`src/rtl/alsu_pkg.sv`:
```
// Shared definitions for the multi-cycle ALSU: opcode values, FSM states and
// flag-register bit positions.
package alsu_pkg;

    localparam int ALSU_ADD = 0;
    localparam int ALSU_SUB = 1;
    localparam int ALSU_ADC = 2;
    localparam int ALSU_SBB = 3;
    localparam int ALSU_INC = 4;
    localparam int ALSU_DEC = 5;
    localparam int ALSU_AND = 6;
    localparam int ALSU_OR  = 7;
    localparam int ALSU_XOR = 8;
    localparam int ALSU_NOT = 9;
    localparam int ALSU_SHL = 10;
    localparam int ALSU_SHR = 11;
    localparam int ALSU_SAR = 12;
    localparam int ALSU_MUL = 13;

    typedef enum logic [1:0] {
        ST_IDLE = 2'd0,
        ST_BUSY = 2'd1,
        ST_DONE = 2'd2
    } alsu_state_e;

    localparam int FLAG_Z = 3;
    localparam int FLAG_N = 2;
    localparam int FLAG_C = 1;
    localparam int FLAG_V = 0;

endpackage

```
`src/rtl/alsu_shift_add_mul.sv`:
```
// Iterative unsigned shift-add multiplier: one multiplier bit per cycle,
// the first bit consumed on the start edge, DATAWIDTH cycles in total.
module alsu_shift_add_mul #(
    parameter int DATAWIDTH = 16
) (
    input  logic                     clk,
    input  logic                     rst,
    input  logic                     start_i,
    input  logic [DATAWIDTH-1:0]     a_i,
    input  logic [DATAWIDTH-1:0]     b_i,
    output logic                     busy_o,
    output logic                     done_o,
    output logic [2*DATAWIDTH-1:0]   product_o
);

    localparam int CNTBITS = $clog2(DATAWIDTH);

    logic [2*DATAWIDTH-1:0] acc_q, acc_d;
    logic [2*DATAWIDTH-1:0] mcand_q, mcand_d;
    logic [DATAWIDTH-1:0]   mplier_q, mplier_d;
    logic [CNTBITS-1:0]     cnt_q, cnt_d;
    logic                   busy_q, busy_d;
    logic [2*DATAWIDTH-1:0] partial;

    always_comb begin
        acc_d    = acc_q;
        mcand_d  = mcand_q;
        mplier_d = mplier_q;
        cnt_d    = cnt_q;
        busy_d   = busy_q;
        partial  = mplier_q[0] ? mcand_q : '0;
        if (start_i) begin
            acc_d    = b_i[0] ? {{DATAWIDTH{1'b0}}, a_i} : '0;
            mcand_d  = {{(DATAWIDTH-1){1'b0}}, a_i, 1'b0};
            mplier_d = b_i >> 1;
            cnt_d    = CNTBITS'(DATAWIDTH - 1);
            busy_d   = 1'b1;
        end else if (busy_q) begin
            acc_d    = acc_q + partial;
            mcand_d  = mcand_q << 1;
            mplier_d = mplier_q >> 1;
            cnt_d    = cnt_q - CNTBITS'(1);
            if (cnt_q == CNTBITS'(1)) begin
                busy_d = 1'b0;
            end
        end
    end

    always_ff @(posedge clk) begin
        if (rst) begin
            acc_q    <= '0;
            mcand_q  <= '0;
            mplier_q <= '0;
            cnt_q    <= '0;
            busy_q   <= 1'b0;
        end else begin
            acc_q    <= acc_d;
            mcand_q  <= mcand_d;
            mplier_q <= mplier_d;
            cnt_q    <= cnt_d;
            busy_q   <= busy_d;
        end
    end

    // product_o already includes the final partial so the caller can latch it on the done edge
    assign busy_o    = busy_q;
    assign done_o    = busy_q && (cnt_q == CNTBITS'(1));
    assign product_o = acc_q + partial;

endmodule

```
`src/rtl/alsu_mc.sv`:
```
// Multi-cycle ALSU with valid/ready handshakes, a registered Z/N/C/V flag file,
// a 1-bit-per-cycle shifter and an iterative multiplier.
module alsu_mc
    import alsu_pkg::*;
#(
    parameter int DATAWIDTH = 16,
    parameter int FUNCBITS  = 4,
    parameter int SHAMTBITS = $clog2(DATAWIDTH)
) (
    input  logic                 clk,
    input  logic                 rst,
    input  logic                 in_valid,
    output logic                 in_ready,
    input  logic [DATAWIDTH-1:0] A,
    input  logic [DATAWIDTH-1:0] B,
    input  logic [FUNCBITS-1:0]  FUNC,
    input  logic [SHAMTBITS-1:0] SHAMT,
    output logic                 out_valid,
    input  logic                 out_ready,
    output logic [DATAWIDTH-1:0] R,
    output logic                 out_err,
    output logic                 Z,
    output logic                 N,
    output logic                 C,
    output logic                 V
);

    localparam int W = DATAWIDTH;

    alsu_state_e          state_q, state_d;
    logic [W-1:0]         result_q, result_d, work_q, work_d;
    logic [3:0]           flags_q, flags_d;
    logic                 err_q, err_d;
    logic [FUNCBITS-1:0]  func_q, func_d;
    logic [SHAMTBITS-1:0] cnt_q, cnt_d;

    logic                 accept, mulStart, mulBusy, mulDone;
    logic [2*W-1:0]       mulProduct;
    logic [W-1:0]         opB, shiftSrc, shiftVal, finR;
    logic [W:0]           sum;
    logic [FUNCBITS-1:0]  shiftOp;
    logic                 cin, overflow, shiftOut, finish, finErr, finC, finV;

    assign in_ready = (state_q == ST_IDLE) || ((state_q == ST_DONE) && out_ready);
    assign accept   = in_valid && in_ready;
    assign mulStart = accept && (FUNC == FUNCBITS'(ALSU_MUL));

    alsu_shift_add_mul #(.DATAWIDTH(W)) u_mul (
        .clk       (clk),
        .rst       (rst),
        .start_i   (mulStart),
        .a_i       (A),
        .b_i       (B),
        .busy_o    (mulBusy),
        .done_o    (mulDone),
        .product_o (mulProduct)
    );

    // Subtracting forms use A + ~B + cin, so C=1 means no borrow
    always_comb begin
        opB = B;
        cin = 1'b0;
        case (FUNC)
            FUNCBITS'(ALSU_SUB): begin opB = ~B; cin = 1'b1; end
            FUNCBITS'(ALSU_ADC): cin = flags_q[FLAG_C];
            FUNCBITS'(ALSU_SBB): begin opB = ~B; cin = flags_q[FLAG_C]; end
            FUNCBITS'(ALSU_INC): begin opB = '0; cin = 1'b1; end
            FUNCBITS'(ALSU_DEC): opB = '1;
            default: ;
        endcase
        sum      = {1'b0, A} + {1'b0, opB} + {{W{1'b0}}, cin};
        overflow = (A[W-1] == opB[W-1]) && (sum[W-1] != A[W-1]);
    end

    always_comb begin
        shiftSrc = (state_q == ST_BUSY) ? work_q : A;
        shiftOp  = (state_q == ST_BUSY) ? func_q : FUNC;
        shiftVal = shiftSrc << 1;
        shiftOut = shiftSrc[W-1];
        if (shiftOp == FUNCBITS'(ALSU_SHR)) begin
            shiftVal = shiftSrc >> 1;
            shiftOut = shiftSrc[0];
        end else if (shiftOp == FUNCBITS'(ALSU_SAR)) begin
            shiftVal = {shiftSrc[W-1], shiftSrc[W-1:1]};
            shiftOut = shiftSrc[0];
        end
    end

    always_comb begin
        state_d  = state_q;
        result_d = result_q;
        flags_d  = flags_q;
        err_d    = err_q;
        func_d   = func_q;
        work_d   = work_q;
        cnt_d    = cnt_q;
        finish   = 1'b0;
        finErr   = 1'b0;
        finR     = '0;
        finC     = 1'b0;
        finV     = 1'b0;
        case (state_q)
            ST_IDLE, ST_DONE: begin
                if ((state_q == ST_DONE) && out_ready) begin
                    state_d = ST_IDLE;
                end
                if (accept) begin
                    func_d = FUNC;
                    case (FUNC)
                        FUNCBITS'(ALSU_ADD), FUNCBITS'(ALSU_SUB), FUNCBITS'(ALSU_ADC),
                        FUNCBITS'(ALSU_SBB), FUNCBITS'(ALSU_INC), FUNCBITS'(ALSU_DEC): begin
                            finish = 1'b1;
                            finR   = sum[W-1:0];
                            finC   = sum[W];
                            finV   = overflow;
                        end
                        FUNCBITS'(ALSU_AND): begin finish = 1'b1; finR = A & B; end
                        FUNCBITS'(ALSU_OR):  begin finish = 1'b1; finR = A | B; end
                        FUNCBITS'(ALSU_XOR): begin finish = 1'b1; finR = A ^ B; end
                        FUNCBITS'(ALSU_NOT): begin finish = 1'b1; finR = ~A; end
                        FUNCBITS'(ALSU_SHL), FUNCBITS'(ALSU_SHR), FUNCBITS'(ALSU_SAR): begin
                            if (SHAMT == '0) begin
                                finish = 1'b1;
                                finR   = A;
                            end else if (SHAMT == SHAMTBITS'(1)) begin
                                finish = 1'b1;
                                finR   = shiftVal;
                                finC   = shiftOut;
                            end else begin
                                work_d  = shiftVal;
                                cnt_d   = SHAMT - SHAMTBITS'(1);
                                state_d = ST_BUSY;
                            end
                        end
                        FUNCBITS'(ALSU_MUL): state_d = ST_BUSY;
                        default: begin finish = 1'b1; finErr = 1'b1; end
                    endcase
                end
            end
            ST_BUSY: begin
                if (func_q == FUNCBITS'(ALSU_MUL)) begin
                    if (mulBusy && mulDone) begin
                        finish = 1'b1;
                        finR   = mulProduct[W-1:0];
                        finC   = |mulProduct[2*W-1:W];
                    end
                end else if (cnt_q == SHAMTBITS'(1)) begin
                    finish = 1'b1;
                    finR   = shiftVal;
                    finC   = shiftOut;
                end else begin
                    work_d = shiftVal;
                    cnt_d  = cnt_q - SHAMTBITS'(1);
                end
            end
            default: state_d = ST_IDLE;
        endcase
        // Undefined opcodes report an error but leave the flag file untouched
        if (finish) begin
            state_d = ST_DONE;
            err_d   = finErr;
            if (finErr) begin
                result_d = '0;
            end else begin
                result_d        = finR;
                flags_d[FLAG_Z] = (finR == '0);
                flags_d[FLAG_N] = finR[W-1];
                flags_d[FLAG_C] = finC;
                flags_d[FLAG_V] = finV;
            end
        end
    end

    always_ff @(posedge clk) begin
        if (rst) begin
            state_q <= ST_IDLE;
        end else begin
            state_q <= state_d;
        end
    end

    always_ff @(posedge clk) begin
        if (rst) begin
            result_q <= '0;
            flags_q  <= '0;
            err_q    <= 1'b0;
            func_q   <= '0;
            work_q   <= '0;
            cnt_q    <= '0;
        end else begin
            result_q <= result_d;
            flags_q  <= flags_d;
            err_q    <= err_d;
            func_q   <= func_d;
            work_q   <= work_d;
            cnt_q    <= cnt_d;
        end
    end

    assign out_valid = (state_q == ST_DONE);
    assign R         = result_q;
    assign out_err   = err_q;
    assign Z         = flags_q[FLAG_Z];
    assign N         = flags_q[FLAG_N];
    assign C         = flags_q[FLAG_C];
    assign V         = flags_q[FLAG_V];

endmodule

```
`config.mk`:
```
export PLATFORM = sky130hd
export DESIGN_NAME = alsu_mc
export DESIGN_NICKNAME = d
export VERILOG_FILES = /design/src/rtl/alsu_pkg.sv /design/src/rtl/alsu_shift_add_mul.sv /design/src/rtl/alsu_mc.sv
export SDC_FILE = /design/constraint.sdc
export NUM_CORES = 1
export LEC_CHECK = 0
export CORE_MARGIN = 2
export CORE_UTILIZATION = 30
export CTS_BUF_LIST = sky130_fd_sc_hd__clkbuf_8
export DETAILED_ROUTE_END_ITERATION = 7
export MAX_ROUTING_LAYER = met4
export PLACE_DENSITY_LB_ADDON = 0.1
export REMOVE_ABC_BUFFERS = 1
export SLEW_MARGIN = 20
export SYNTH_ARGS = -nofsm -noshare
export SYNTH_HDL_FRONTEND = slang
export SYNTH_SLANG_ARGS = --single-unit
```
`constraint.sdc`:
```
create_clock -name clk -period 6 [get_ports clk]
set_clock_uncertainty 0.2 [all_clocks]
set_input_delay 1.2 -clock clk [delete_from_list [all_inputs] [get_ports clk]]
set_output_delay 1.2 -clock clk [all_outputs]
set_load 0.01 [all_outputs]
```
======== After elaboration in Yosys (flattened, before gate mapping) ========
Cells that the tools add are included.
storage, ports and cells
  bits in latches ......................... 0
  memories ................................ 0
  word-level logic and storage cells ...... 155
  flip-flop bits (word level) ............. 130
  output and inout bits ................... 23
  bits of input ports ..................... 44
  RAM bits ................................ 0
  memory bits (read-only) ................. 0
operators by class
  equality and inequality tests ........... 30
  multipliers ............................. 0
  bitwise gates (word level) .............. 6
  add/subtract/negate cells ............... 6
  $lt $le $gt $ge ......................... 0
  reduce and logical (&&, ||, !) cells .... 26
  multiplexer cells ....................... 73
  div/mod/pow operators ................... 0
  shifts and indexed selects .............. 0
operators by type and width
  kind                                                              count
  16-bit 2-to-1 mux                                                 17
  32-bit 2-to-1 mux                                                 3
  16-bit case mux with 6 select lines                               1
  16-bit case mux with 2 select lines                               2
  16-bit case mux with 3 select lines                               1
  4-bit == test (second input constant)                             9
  4-bit 2-to-1 mux                                                  9
  17-bit 2-to-1 mux                                                 2
  32-bit adder                                                      1
  16-bit NOT                                                        2
  15-bit 2-to-1 mux                                                 2
  1-bit 2-to-1 mux                                                  23
  16-bit by 16-bit adder with 17-bit output                         1
  17-bit by 1-bit adder with 17-bit output                          1
  16-bit bitwise AND                                                1
  4-bit by 1-bit == test with 1-bit output (second input constant)  4
  4-bit by 3-bit == test with 1-bit output (second input constant)  4
  16-bit logical NOT                                                1
  16-bit OR                                                         1
  16-bit OR reduction                                               1
  16-bit bitwise XOR                                                1
  2-bit inequality test (second input constant)                     7
  14-bit OR reduction                                               1
  2-bit OR reduction                                                6
  20 further kinds                                                  40

======== Logic depth before layout (Yosys ltp) ========
Gate-level depths: netlist (run 1).
  word-level depth ........................ 11
  mapped depth ............................ 21
  depth with buffers taken out ............ 17

======== By module ========
A second synthesis (run 1) with hierarchy kept.
second synthesis, totals
  cells, all modules ...................... 1371
  area total of the unflattened synthesis .. 10687.8 µm²
modules (own cells, without submodules)
  module              cells each  area each (µm²)  times used  seq. area each (µm²)
  alsu_shift_add_mul  668         5393.9           1           1661.6
  alsu_mc             703         5293.8           1           940.9

======== Worst setup path before layout (run 1) ========
Ideal clock, no wire load.
  kind .................................... in2reg
  start point ............................. input FUNC[1]
  end point ............................... register flags_q[1]
  required time ........................... 5680 ps
  buffers on the path ..................... 4
  library setup time ...................... 120 ps
  data arrival time ....................... 4718 ps
  cell stages on the path ................. 19
  slack ................................... 962 ps
  cells stage by stage .................... buf_6 and2_1 clkbuf_1 nor2_1 clkbuf_1 buf_1 nor2_1 a211oi_1 ha_1 a21o_1 a21o_1 a21o_1 or3_1 o211a_1 o21ai_1 o21a_1 and3_1 nand4_1 o31a_1
between the ends
  longest elaborated chain between the ends .. 9
  elaborated cells on any way between the ends .. 44
  classes of those cells .................. add/sub: 2; eq/ne: 15; mux: 18; bitwise: 1; reduce/logical: 8
RTL lines
  item                                                                                               RTL line        text
  start: declaration                                                                                 alsu_mc.sv:16   input logic [FUNCBITS-1:0] FUNC,
  parallel branches: the longest is 9 deep, another holds 16-bit by 16-bit adder with 17-bit output  -
  end signal: assignment                                                                             alsu_mc.sv:192  flags_q <= flags_d;
  end: declaration                                                                                   alsu_mc.sv:32   logic [3:0] flags_q, flags_d;
Parallel ways; which one is timed is not known.
A chain may end at the register's enable or synchronous reset.

======== Worst setup path in the final report (run 1) ========
  start point ............................. input FUNC[2]
  end point ............................... register flags_q[3]
between the ends
  longest elaborated chain between the ends .. 10
  elaborated cells on any way between the ends .. 45
  classes of those cells .................. add/sub: 2; eq/ne: 15; mux: 18; bitwise: 1; reduce/logical: 9
RTL lines
  item
  parallel branches: the longest is 10 deep, another holds 16-bit by 16-bit adder with 17-bit output
Parallel ways; which one is timed is not known.

==> results of run 1 <==
[layer usage]
metal	part of all wire (%)	track usage, %	wire length [µm]	vias to the layer above
li1	-	-	-	4840
met1	50	30.0	18700	4585
met2	43	31.8	16100	233
met3	4.3	3.22	1620	52
met4	2.1	6.08	786	0
met5	0	-	0	-
[critical path: cells and delay by family]
family | cells | cell delay (ns)
AND/OR/NAND/NOR | 4 | 0.98
buffers and inverters | 4 | 1.10
adder cells (fa/ha/maj) | 1 | 0.29
AO/OA/AOI/OAI | 7 | 1.63
XOR/XNOR | 1 | 0.17
[registers in the layout, summed over array words and instances (netlist names)]
name / count
u_mul.acc_q: 32
u_mul.mplier_q: 15
flags_q: 4
state_q: 2
func_q: 4
u_mul.mcand_q: 31
work_q: 16
out_err: 1
R: 16
cnt_q: 4
u_mul.busy_o: 1
u_mul.cnt_q: 4
[cells by family (layout without fill, tap and decap cells)]
kind of cell,after synthesis,count (layout),synth area share (%)
and+or+nand+nor,416,416,18.8
AOI/OAI and AO/OA,377,377,24.5
buffers and inverters,139,190,5.61
DFF,130,130,24.9
muxes,120,120,11.5
adders and majority gates,87,87,10.6
xor gates and xnor gates,46,46,3.93
other,0,1,0
[layout make-up]
class,instances,area [µm²],area share (%)
Multi-Input combinational cell,1046,7280,60.4
Sequential cell,130,2610,21.6
Timing Repair Buffer,100,921,7.64
Tap cell,455,569,4.73
Clock buffer,18,248,2.06
Inverter,58,218,1.81
Clock inverter,14,203,1.68
Antenna cell,1,2.50,0.0208
[synth_stat cells, types with 3 or more instances]
| cell type | number |
|---|---|
| or3b_2 | 3 |
| a22oi_1 | 7 |
| xnor2_1 | 27 |
| nor3b_1 | 4 |
| dfxtp_1 | 130 |
| inv_1 | 57 |
| ha_1 | 84 |
| clkbuf_1 | 47 |
| o21bai_1 | 5 |
| nand4_1 | 8 |
| nand3_1 | 25 |
| o31ai_1 | 5 |
| buf_2 | 17 |
| a31oi_1 | 22 |
| mux2i_1 | 117 |
| o211a_1 | 4 |
| nor2_1 | 173 |
| xor2_1 | 18 |
| a211o_1 | 6 |
| fa_1 | 3 |
| o211ai_1 | 9 |
| buf_1 | 13 |
| a21boi_0 | 3 |
| a211oi_1 | 69 |
| o21ai_1 | 11 |
| o22ai_1 | 8 |
| and3_1 | 8 |
| nand2b_1 | 13 |
| a21oi_1 | 105 |
| nor4_1 | 7 |
| o21a_1 | 7 |
| or3_1 | 4 |
| a221oi_1 | 16 |
| a22o_1 | 10 |
| nor3_1 | 14 |
| nor2b_1 | 6 |
| nand2_1 | 96 |
| o21ai_0 | 43 |
| and2_1 | 32 |
| nand3b_1 | 4 |
| a21o_1 | 15 |
| o21ai_2 | 3 |
[power by group]
part | switching [mW] | internal (mW) | leakage, nW
combinational | 0.296 | 0.199 | 3.56
sequential | 0.0259 | 0.887 | 1.05
clock | 0.435 | 0.471 | 0.225
[path summary, 6_finish.rpt]
kind	start	to	slack, ns	cells after the start
worst min-delay path	R[15]	R[15]	0.26	2
worst max register to register	u_mul.mplier_q[0]	flags_q[1]	2.07	14
worst max-delay path	FUNC[2]	flags_q[3]	0.81	17
worst min register to register	R[15]	R[15]	0.26	2
[per-stage QoR]
stage	cell area (µm²)	cells
after global placement	11600	1789
after floorplan	10100	1234
final	12000	1822
after CTS	12000	1821
after global routing	12000	1822
after detailed placement	11600	1789
==> flow_summary.toml, run 1 <==
[status]
outcome = "complete, no violations"

[finish]
fillCellCount = 3661
drive_above_1_share_pct = 7.91
nNetsFinal = 1484
final_common_cell = "nor2_1"
syn2layout_area_growth_pct = 15.5
fin_util_pct = 35.1
mostFrequentLayoutCells = "nor2_1 (172), dfxtp_1 (129), mux2i_1 (117)"

[placement]
routabilityCongestion = 0.901
dp_hpwl_um = 27600
io_buffers = 66
post-place-ws_ns = 0.463

[detailed_routing]
ant_nets = 0
avgRoutedWirePerCell_um = 20.4
first_pass_iters = 6
vias = 9710
routed_via_density = 5.33
remaining_drc_errors = 0
wirelength_um = 37200
drt_iter0_drc = 728

[logic_synthesis]
syn_area_um2 = 10400
synth_edf_count = 0
syn_avg_cell_area_um2 = 7.94
yosysTopAreaCell = "dfxtp_1"
ys_ff_latch = 130
ys_types = 85
synthCells = 1315
synthFlopType = "dfxtp_1"
yosysSeqAreaShare_pct = 24.9
synth_top_area_share_pct = 24.9
synthArstFlopShare_pct = 0
yosysWarnings = 0
synth_area_leaders = "dfxtp_1 (25%), mux2i_1 (11%), ha_1 (10%)"

[critical_path]
cp-end-kind = "flip-flop"
cp_max_fo = 15
worst_ep_required_time_ns = 6.22
slowest_stage = "clkdlybuf4s50_1"
crit_arrival_ns = 5.40
path_class = "input pin to flip-flop"
critPathLaunchType = "input pin"
cp_common_cell = "buf_4"
crit_chain = "clkdlybuf4s50_1, inv_1, buf_4, and3_1, buf_4, a211oi_1, ha_1, a21o_1, a21oi_1, o211ai_1, a31oi_1, o21ai_0, xnor2_1, nor2_1, nor3b_1, nand4_1, o22ai_1"
slowest_delay_ns = 0.64

[timing]
fin_hold_ws_ns = 0.258
maxSlewHeadroom_pct = 31.2
rsz0062_at_grt = "false"
final.min_clock_period_ns = 5.19
tns_ns = 0
worstMarginPinSlew_ns = 1.03
slew_violations = 0
fin_crit_sh_pct = 86.4
fmax_ghz = 0.193
finalHoldViolations = 0
setup_viol = 0
worst_slack_ns = 0.813

[floorplan]
fp.dieH_um = 191
core-area_um2 = 34400
num_rows = 68
io_pins = 67
start_util_pct = 30.4
fp.dieW_um = 191
dieArea_um2 = 36300

[job]
drv_cap = 0

[global_route]
grt_max_degree = 52
globalRouteOverflowTotal = 0
grt_pass1_wl_um = 57100
grt_pass1_vias = 9379
gr-usage-all-layers_pct = 21.4
antenna_found_initial = 1

[cts]
cts_tree = "done"
post_cts_buffers = 0
h-tree-depth = 4
clk_path_buf_depth = 2
cts_buffers = 17
clock_sinks = 130
cts.hold.buffers_added = 0
postCtsResizedCells = 0
insertion_delay_ns = 0.49
cts.clk_slew.worst_paths_ns = 0.10
clockRootBuffer = "clkbuf_8"

[power]
power_density_nw_per_um2 = 192
leakage_nw = 4.84
vdd_drop_max_v = 0.000129
power.total_mw = 2.31

[worst_hold_path]
min_path_type = "flip-flop to flip-flop"
No activity file was read; power rests on OpenSTA's default activity.
==> run 2, diff against run 1 <==
--- a/config.mk
+++ b/config.mk
@@ -9,7 +9,7 @@
 export CORE_UTILIZATION = 30
 export CTS_BUF_LIST = sky130_fd_sc_hd__clkbuf_8
 export DETAILED_ROUTE_END_ITERATION = 7
-export MAX_ROUTING_LAYER = met4
+export GPL_ROUTABILITY_DRIVEN = 0
 export PLACE_DENSITY_LB_ADDON = 0.1
 export REMOVE_ABC_BUFFERS = 1
 export SLEW_MARGIN = 20
==> run 2 against run 1 <==
Effect of this change: via count down 0.49%; highest routed layer unchanged; non-clock buffer count down 1; largest power group is now the clock network; fmax down 3.2%; largest cell class unchanged.
==> flow_summary.toml, run 2 (synthesis results as in run 1) <==
[status]
outcome = "complete, no violations"

[timing]
fmax_ghz = 0.187
setup_viol = 0
worstMarginPinSlew_ns = 1.11
slew_violations = 0
fin_hold_ws_ns = 0.263
maxSlewHeadroom_pct = 25.5
tns_ns = 0
finalHoldViolations = 0
fin_crit_sh_pct = 89.3
final.min_clock_period_ns = 5.36
rsz0062_at_grt = "false"

[detailed_routing]
routed_via_density = 5.31
drt-met1-wl_um = 18400
vias = 9662
ant_nets = 0
wirelength_um = 36800
avgRoutedWirePerCell_um = 20.2
wl_met3_um = 1500
met2_length_um = 16000
drt_iter0_drc = 602
routed.top_layer = "met4"
remaining_drc_errors = 0
first_pass_iters = 5

[global_route]
grt_pass1_vias = 9272
globalRouteOverflowTotal = 0
grt_max_degree = 49
grt_pass1_wl_um = 56500
antenna_found_initial = 0
gr-usage-all-layers_pct = 20.5

[cts]
clock_sinks = 130
insertion_delay_ns = 0.48
clk_path_buf_depth = 2
cts.hold.buffers_added = 0
h-tree-depth = 4
cts_buffers = 17
clockRootBuffer = "clkbuf_8"
cts.clk_slew.worst_paths_ns = 0.09
post_cts_buffers = 0
cts_tree = "done"
postCtsResizedCells = 0

[critical_path]
critPathLaunchType = "input pin"
cp-end-kind = "flip-flop"
path_class = "input pin to flip-flop"
crit_arrival_ns = 5.56
cp_max_fo = 15
worst_ep_required_time_ns = 6.20

[placement]
dp_cells = 1788
dp_hpwl_um = 27500
io_buffers = 66

[job]
drv_cap = 0

[finish]
n_antenna_cell = 0
reg.largest.list = "u_mul.acc_q: 32 flops, u_mul.mcand_q: 31 flops"
mostFrequentLayoutCells = "nor2_1 (172), dfxtp_1 (128), mux2i_1 (117)"
multi_input_area_um2 = 7280
fillCellCount = 3648
final_common_cell = "nor2_1"
drive_above_1_share_pct = 7.91
layout.cells.non_filler = 1820
nNetsFinal = 1483
largest_register = "u_mul.acc_q"
largest_reg_flops = 32
layout.area.seq_um2 = 2610
syn2layout_area_growth_pct = 15.7

[power]
power_density_nw_per_um2 = 198
vdd_drop_max_v = 0.000137
leakage_nw = 4.85

[floorplan]
dieArea_um2 = 36300
fp.dieH_um = 191
num_rows = 68
start_util_pct = 30.4
core-area_um2 = 34400
fp.dieW_um = 191
io_pins = 67

[worst_hold_path]
min_path_type = "flip-flop to flip-flop"
[run 2: stage by stage]
stage          power (mW)  util [%]  setup slack (ns)  instance area (µm²)
3_5_place_dp         1.43      33.7             0.314                11600
6_report             2.39      35.1             0.639                12100
2_1_floorplan        1.21         -             0.480                10100
5_1_grt              2.50      35.1             0.455                12100
4_1_cts              2.42      35.1             0.814                12100
3_3_place_gp         1.42      33.7             0.392                11600
[run 2: report_power, final]
group          internal, mW  switching, mW
logic                 0.199          0.294
clock network         0.555          0.427
registers             0.887         0.0275
total                  1.64          0.749
[run 2: layout make-up]
cell class	instances	share of cell area, %
clock buffers	18	2.05
repair buffers	99	7.46
clock inverters	14	2.07
multi-input cells	1046	60.3
flip-flops and latches	130	21.6
inverters	58	1.80
well taps	455	4.72
[run 2: path summary, 6_finish.rpt]
kind                startpoint         end  slack, ns  cells past startpoint
max                    FUNC[2]  flags_q[3]       0.64                     17
min reg2reg            out_err     out_err       0.26                      2
min                    out_err     out_err       0.26                      2
max reg2reg  u_mul.mplier_q[0]  flags_q[1]       2.01                     13
[run 2: metal layers]
layer / vias to the layer above / global-route usage [%]
met5: - / 0
met4: 0 / 6.14
met3: 39 / 3.02
met2: 209 / 31.9
met1: 4576 / 29.1
li1: 4838 / -
[run 2: worst max-delay path, cell delays in order]
cell             delay [ns]
clkdlybuf4s50_1        0.68
inv_1                  0.10
buf_4                  0.18
and3_1                 0.18
buf_4                  0.20
a211oi_1               0.39
ha_1                   0.32
a21o_1                 0.18
a21oi_1                0.30
o211ai_1               0.22
a31oi_1                0.29
o21ai_0                0.14
xnor2_1                0.20
nor2_1                 0.06
nor3b_1                0.62
nand4_1                0.17
o22ai_1                0.14
==> run 3, diff against run 2 <==
--- a/config.mk
+++ b/config.mk
@@ -9,8 +9,8 @@
 export CORE_UTILIZATION = 30
 export CTS_BUF_LIST = sky130_fd_sc_hd__clkbuf_8
 export DETAILED_ROUTE_END_ITERATION = 7
-export GPL_ROUTABILITY_DRIVEN = 0
-export PLACE_DENSITY_LB_ADDON = 0.1
+export GPL_ROUTABILITY_DRIVEN = 1
+export MAX_ROUTING_LAYER = met4
 export REMOVE_ABC_BUFFERS = 1
 export SLEW_MARGIN = 20
 export SYNTH_ARGS = -nofsm -noshare
==> run 3 against run 2 <==
Effect of this change: global-route usage down 1.3 points; routed wire length down 8.6%; sequential cell count unchanged; sequential share of layout area up 0.11 points; register-to-register slack got worse by 0.12 ns; combinational power fell by 2%; first-iteration DRC count up 39%; critical path depth did not move; cell area decreased by 0.57%; total power fell by 2.7%; non-clock buffer count down 4; worst setup slack gained 0.20 ns; critical path type unchanged; largest cell class unchanged; largest power group unchanged; highest routed layer unchanged.
==> flow_summary.toml, run 3 (synthesis results as in run 1) <==
[status]
outcome = "complete, no violations"

[floorplan]
num_rows = 68
start_util_pct = 30.4
fp.dieW_um = 191
dieArea_um2 = 36300
core-area_um2 = 34400
io_pins = 67
fp.dieH_um = 191

[timing]
setup_viol = 0
finalHoldViolations = 0
fmax_ghz = 0.194
fin_crit_sh_pct = 86.1
slew_violations = 0
tns_ns = 0
final.min_clock_period_ns = 5.17
maxSlewHeadroom_pct = 32.5
fin_hold_ws_ns = 0.254
worstMarginPinSlew_ns = 1.00
rsz0062_at_grt = "false"

[critical_path]
critPathBufInv = 2
path_delay_family = "compound AO/OA/AOI/OAI gates"
slowest_stage = "clkdlybuf4s50_1"
worst_ep_required_time_ns = 6.21
rrSetupSlack_ns = 1.89
path_class = "input pin to flip-flop"
slowest_delay_ns = 0.61
crit_chain = "clkdlybuf4s50_1, and2_1, nor2_1, buf_4, nor2_1, a211oi_1, ha_1, a21o_1, a21oi_1, o211ai_1, a31oi_1, o21ai_0, xnor2_1, nor2_1, nor3b_1, nand4_1, o22ai_1"
worstReg2RegStart = "u_mul.mplier_q[0]"
rr_endpoint = "flags_q[1]"
reg2regPathDepth = 12
cp-end-kind = "flip-flop"
cp_max_fo = 21
crit_arrival_ns = 5.37
critPathLaunchType = "input pin"
cp_common_cell = "nor2_1"

[worst_hold_path]
hold-path-cell-count = 2
whs_endpoint = "out_err"
min_path_type = "flip-flop to flip-flop"
hp-start = "out_err"

[job]
drv_cap = 0

[finish]
finalInstanceArea_um2 = 12000
layout.area.seq_um2 = 2610
largest_register = "u_mul.acc_q"
largest_reg_flops = 32
multi_input_area_um2 = 7270
final_common_cell = "nor2_1"
reg.largest.list = "u_mul.acc_q: 32 flops, u_mul.mcand_q: 31 flops"
layout.cells.non_filler = 1815
fillCellCount = 3642
nNetsFinal = 1479
n_antenna_cell = 0
drive_above_1_share_pct = 7.35
syn2layout_area_growth_pct = 15.0
mostFrequentLayoutCells = "nor2_1 (173), dfxtp_1 (129), mux2i_1 (117)"

[placement]
dp_cells = 1784
routabilityCongestion = 0.924
io_buffers = 66
post_dp_cell_area_um2 = 11500
dp_hpwl_um = 25300

[detailed_routing]
first_pass_iters = 5
drt_iter0_drc = 838
wirelength_um = 33600
remaining_drc_errors = 0
vias = 9694
ant_nets = 0
routed_via_density = 5.34
avgRoutedWirePerCell_um = 18.5

[cts]
h-tree-depth = 4
cts_buffers = 17
insertion_delay_ns = 0.49
postCtsResizedCells = 0
clock_sinks = 130
post_cts_buffers = 0
cts.clk_slew.worst_paths_ns = 0.10
cts.hold.buffers_added = 0
clk_path_buf_depth = 2
cts_tree = "done"
clockRootBuffer = "clkbuf_8"

[global_route]
grt_max_degree = 86
busiest_layer = "met2"
use_met1_pct = 26.3
gr-usage-all-layers_pct = 19.2
grt_pass1_wl_um = 52600
antenna_found_initial = 0
grt.met3_usage_pct = 2.69
use_met2_pct = 29.2
grt_pass1_vias = 9093
globalRouteOverflowTotal = 0

[power]
vdd_drop_max_v = 0.000105
power_density_nw_per_um2 = 194
leakage_nw = 4.82
==> run 3: cell types whose count changed in the layout (fill, tap and decap cells not counted), sizes merged <==
cell | previous run | this run
clkinv | 6 | 7
clkinvlp | 0 | 1
buf | 35 | 31
clkbuf | 18 | 17
inv | 60 | 58
==> run 3: metrics by stage <==
stage | power, mW | util (%) | worst slack (ns)
after global routing | 2.43 | 34.9 | 0.539
after detailed placement | 1.41 | 33.5 | 0.442
after global placement | 1.41 | 33.5 | 0.450
after floorplan | 1.21 | - | 0.480
after CTS | 2.34 | 34.9 | 0.951
final | 2.33 | 34.9 | 0.835
==> run 3: final cells by class <==
cell class              instances  area share [%]
repair buffers                 95            7.23
inverters                      58            1.81
clock buffers                  17            1.95
multi-input cells            1046            60.6
flip-flops and latches        130            21.7
well taps                     455            4.74
clock inverters                14            2.00
==> run 3: worst reg2reg max path: stages (launching register included) <==
cell	delay, ns
dfxtp_1	0.96
and2_1	0.26
ha_1	0.22
nand3_1	0.12
o211ai_2	0.31
nand4_1	0.23
a211oi_1	0.52
o21ai_1	0.16
a21oi_1	0.31
xnor2_1	0.19
and3_1	0.18
nand4_1	0.10
o31a_1	0.26
==> run 3: worst max path at each step <==
stage	end	cells after the start	slack (ns)	startpoint
after global routing	flags_q[3]	17	0.54	FUNC[1]
after detailed placement	flags_q[1]	18	0.44	FUNC[2]
after floorplan	u_mul.acc_q[28]	5	0.48	out_ready
after CTS	flags_q[1]	18	0.95	FUNC[2]
after global placement	flags_q[3]	17	0.45	FUNC[1]
final	flags_q[3]	17	0.83	FUNC[1]
==> run 3: per-layer routing <==
metal | up-vias | part of all wire (%)
li1 | 4826 | -
met1 | 4535 | 48
met2 | 290 | 44
met3 | 43 | 5.7
met4 | 0 | 2.1
met5 | - | 0
==> run 3: where the power goes <==
part	internal [mW]	switching (mW)	total [mW]
clock network	0.534	0.396	0.930
registers	0.887	0.0259	0.912
logic	0.195	0.287	0.483
total	1.62	0.709	2.33
